`src/rtl/sw_debounce.sv`:
```
// rtl/sw_debounce.sv - synchronised group debouncer for the switch bus; optional commit counter under SW_DEBOUNCE_CHG_CNT_EN
module sw_debounce #(
  parameter int WIDTH   = 4,
  parameter int CNT_MAX = 500000,
  parameter int CNT_W   = 19
) (
  input  logic             CLOCK_50,
  input  logic             RST_N,
  input  logic [WIDTH-1:0] SW_RAW,
  output logic [WIDTH-1:0] SW,
  output logic             sw_chg,
`ifdef SW_DEBOUNCE_CHG_CNT_EN
  output logic [7:0]       chg_cnt,
`endif
  output logic             busy
);

  localparam logic [0:0] IDLE = 1'b0;
  localparam logic [0:0] QUAL = 1'b1;

  localparam logic [CNT_W-1:0] CNT_LAST = CNT_W'(CNT_MAX - 1);

  logic [WIDTH-1:0] s1;
  logic [WIDTH-1:0] s2;
  logic [WIDTH-1:0] cand;
  logic [CNT_W-1:0] cnt;
  logic [0:0]       state;

  // Two-flop synchroniser; s2 is the only value the FSM ever looks at.
  always_ff @(posedge CLOCK_50 or negedge RST_N) begin
    if (!RST_N) begin
      s1 <= '0;
      s2 <= '0;
    end else begin
      s1 <= SW_RAW;
      s2 <= s1;
    end
  end

  // Qualify a whole-bus candidate; any bit change restarts the hold count so
  // multi-bit codes commit atomically.
  always_ff @(posedge CLOCK_50 or negedge RST_N) begin
    if (!RST_N) begin
      state  <= IDLE;
      cand   <= '0;
      cnt    <= '0;
      SW     <= '0;
      sw_chg <= 1'b0;
    end else begin
      sw_chg <= 1'b0;
      case (state)
        IDLE: begin
          if (s2 != SW) begin
            cand  <= s2;
            cnt   <= '0;
            state <= QUAL;
          end
        end
        default: begin
          if (s2 == SW) begin
            cnt   <= '0;
            state <= IDLE;
          end else if (s2 != cand) begin
            cand <= s2;
            cnt  <= '0;
          end else if (cnt == CNT_LAST) begin
            SW     <= cand;
            sw_chg <= 1'b1;
            cnt    <= '0;
            state  <= IDLE;
          end else begin
            cnt <= cnt + 1'b1;
          end
        end
      endcase
    end
  end

  assign busy = state[0];

`ifdef SW_DEBOUNCE_CHG_CNT_EN
  // Count commits for bounce characterisation; wraps naturally at 8 bits.
  always_ff @(posedge CLOCK_50 or negedge RST_N) begin
    if (!RST_N) begin
      chg_cnt <= 8'd0;
    end else if (sw_chg) begin
      chg_cnt <= chg_cnt + 8'd1;
    end
  end
`endif

endmodule

```
`config.mk`:
```
export PLATFORM = sky130hd
export DESIGN_NAME = sw_debounce
export DESIGN_NICKNAME = d
export VERILOG_FILES = /design/src/rtl/sw_debounce.sv
export SDC_FILE = /design/constraint.sdc
export NUM_CORES = 1
export LEC_CHECK = 0
export CORE_UTILIZATION = 52
export DETAILED_ROUTE_END_ITERATION = 7
export PLACE_DENSITY = 0.81
export RECOVER_POWER = 25
export SYNTH_ARGS = -nofsm -noshare
export SYNTH_HDL_FRONTEND = slang
export SYNTH_SLANG_ARGS = --single-unit
```
`constraint.sdc`:
```
create_clock -name CLOCK_50 -period 1.8 [get_ports CLOCK_50]
set_clock_uncertainty 0.1 [all_clocks]
set_input_delay 0.27 -clock CLOCK_50 [delete_from_list [all_inputs] [get_ports CLOCK_50]]
set_output_delay 0.27 -clock CLOCK_50 [all_outputs]
set_load 0.01 [all_outputs]
```
==> impl_metrics.yaml <==
timing:
  worst_slack_ns: -0.2664
  max_clock_freq_mhz: 483.9
  max-slew-margin-rel_pct: 37.63
  hold_violations: 0
  setup_viol: 29
  fin_crit_sh_pct: 114.8
  worstMarginPinSlew_ns: 0.9356
  rsz0062_at_grt: "yes"
  drv_slew: 0
  min_period_ns: 2.066
critical_path:
  worstReg2RegEnd: "cnt[5]"
  r2r_slack_ns: -0.27
  critPathCaptureType: "register"
  start_kind: "register"
  cp.arrival_ns: 2.21
  critPathMaxFanout: 6
  cp.required_ns: 1.94
  critical_path_class: "register to register"
  reg2regPathDepth: 6
  worstReg2RegStart: "cnt[12]"
die:
  die_area_um2: 3896
  die_h_um: 62.42
  boundaryPins: 12
  start_util_pct: 55.57
  coreArea_um2: 3416
  fp.dieW_um: 62.42
  rows: 21
drt:
  drt_pass1_iterations: 5
  routed_wl_um: 6214
  antenna_left: 0
  vias_per_cell: 6.305
  drt_iter0_markers: 188
  drc_errors: 0
  wl_per_cell_um: 21.80
  vias: 1797
synth:
  yosysTopAreaCellShare_pct: 48.78
  syn_inst: 184
  synth_warnings: 0
  synth-edff-count: 0
  synth.area.top_cells: "dfrtp_1 49%, nand2_1 4.0%, nand3_1 4.0%, xor2_1 3.2%, mux2_4 3.2%"
  syn_area_um2: 1898
  synth_nets: 191
  synth_top_area_cell: "dfrtp_1"
  synthArstFlopShare_pct: 100.0
  yosysMostFrequentCell: "dfrtp_1"
  ys_seq_area_share_pct: 48.78
  avgSynthCellArea_um2: 10.32
  ys_seq_elements: 37
  synth_top_flop_cell: "dfrtp_1"
  ys_top_cells_by_count: "37 x dfrtp_1, 20 x nand2_1, 15 x nand3_1, 10 x nor2_1, 7 x xor2_1"
  synth_cell_types: 46
worst_hold_path:
  hp-start: "s1[3]"
  worstHoldPathType: "register to register"
  hold_path_end: "s2[3]"
  hold_path_depth: 0
global_routing:
  grt_overflow: 0
  grt_antenna_before_repair: 0
  grt_max_degree: 38
  grt_pass1_wl_um: 8790
  grt_use_total_pct: 29.56
  grt_pass1_vias: 1840
clocking:
  clock_latency_ns: 0.39
  htreeDepth: 2
  clk_pin_slew_ns: 0.13
  numCtsBuffers: 5
  cts_tree: "built"
  clock_path_buffers: 2
  numClockSinks: 37
  root_buffer: "clkbuf_4"
layout:
  area_growth_pct: 44.76
  fill_cells: 190
  num_antenna_cells: 0
  fin_nets: 245
  drive_gt1_share_pct: 43.10
  stdcell_area_um2: 2748
  seq_area_um2: 928.4
  fin_cells: 285
  multi_input_area_um2: 1137
outcome:
  violations: "negative setup slack"
  outcome: "finished, violations left"
pwr:
  p_per_area_nw_per_um2: 635.7
  leakage_uw: 0.001213
  vdd_drop_max_mv: 0.4563
  p_total_uw: 1747
placed_design:
  place_hpwl_um: 3237
  placed_cells: 267
  io_buffers: 11
  place_congestion: 0.9081
  placed_area_um2: 2307
job:
  cap_violations: 0
[worst max-delay path, cell delays in order, from the launching register on]
cell and delay, ns:
dfrtp_1 0.43, or4_4 0.53, nor4_4 0.32, nand2_2 0.17, buf_6 0.17, a31oi_1 0.15
a31oi_1 0.07
[placed cells by master, fill, tap and decap left out, types with 2 or more instances in the layout]
cell / instances
a21oi_1: 2
a31oi_1: 4
a31oi_4: 2
and2_4: 2
and3_1: 3
buf_4: 30
buf_6: 12
clkbuf_4: 5
clkdlybuf4s50_1: 4
dfrtp_1: 35
dfrtp_2: 2
dlygate4sd2_1: 2
dlygate4sd3_1: 5
inv_1: 6
mux2_4: 7
mux2i_1: 4
nand2_1: 14
nand2_2: 5
nand2_4: 2
nand2b_4: 2
nand3_1: 12
nand3_2: 3
nand3b_1: 5
nand4_1: 5
nor2_1: 9
nor2b_4: 2
nor3_1: 3
nor4_4: 3
o21ai_0: 2
o21ai_1: 3
xnor2_1: 3
xor2_1: 4
xor2_2: 3
[layout make-up]
class                           count  share of cell area [%]
Clock buffer                        5                   1.366
Multi-Input combinational cell    132                   41.39
Inverter                            6                  0.8197
Tap cell                           46                   2.095
Sequential cell                    37                   33.79
Clock inverter                      3                   1.685
Timing Repair Buffer               56                   18.85
[per-stage QoR]
| stage | utilization (%) | worst slack [ns] | hold slack [ns] | TNS, ns |
|---|---|---|---|---|
| global route | 80.44 | -0.3340 | 0.2744 | -6.277 |
| finish | 80.44 | -0.2664 | 0.2649 | -4.905 |
| global placement | 67.55 | -0.1356 | 0.2331 | -2.588 |
| detailed placement | 67.55 | -0.2344 | 0.2347 | -4.388 |
| floorplan | - | -0.1736 | -0.1256 | -1.905 |
| CTS | 74.32 | -0.1982 | 0.2276 | -3.352 |
[layer usage]
layer  wire, um  track usage (%)  up-vias  share of wire, %
li1           -                -      775                 -
met1       2264            35.19      877                36
met2       3087            50.82      114                50
met3        509            5.109       31               8.2
met4        353            15.70        0               5.7
met5          0                0        -                 0
[where the power goes]
part | switching [uW] | internal, uW
Clock | 338 | 294
Sequential | 24.6 | 853
Combinational | 117 | 120
Total | 480 | 1270
[logic make-up (layout without fill, tap and decap cells)]
group | Yosys count | count (layout) | share of synthesized area (%)
XOR/XNOR | 10 | 10 | 4.615
AND/OR/NAND/NOR | 84 | 84 | 25.45
adder cells (fa/ha/maj) | 1 | 1 | 0.6591
AO/OA/AOI/OAI | 26 | 26 | 9.560
flip-flops | 37 | 37 | 48.78
multiplexers | 11 | 11 | 7.053
buffers and inverters | 15 | 70 | 3.889
[worst max path at each step]
stage,cells past startpoint,start,slack [ns],endpoint
after floorplan,5,cnt[11],-0.17,SW[0]
final,6,cnt[12],-0.27,cnt[5]
after global placement,6,cnt[11],-0.14,cnt[8]
after detailed placement,7,s2[2],-0.23,cnt[2]
after global routing,6,cnt[12],-0.33,cnt[5]
after CTS,5,cnt[7],-0.20,SW[3]
[sequential cells by signal (all words and copies together), names as in the netlist]
signal	count
s1	4
cnt	19
sw_chg	1
busy	1
cand	4
SW	4
s2	4
[repair_timing]
item	in CTS	in global routing
endpoints found under the setup margin	28	29
buffers inserted	5	4
hold buffers	0	0
gates resized for setup	28	38
gates cloned	2	1
pin swaps	11	17
Power figures use the tool's default switching activity.
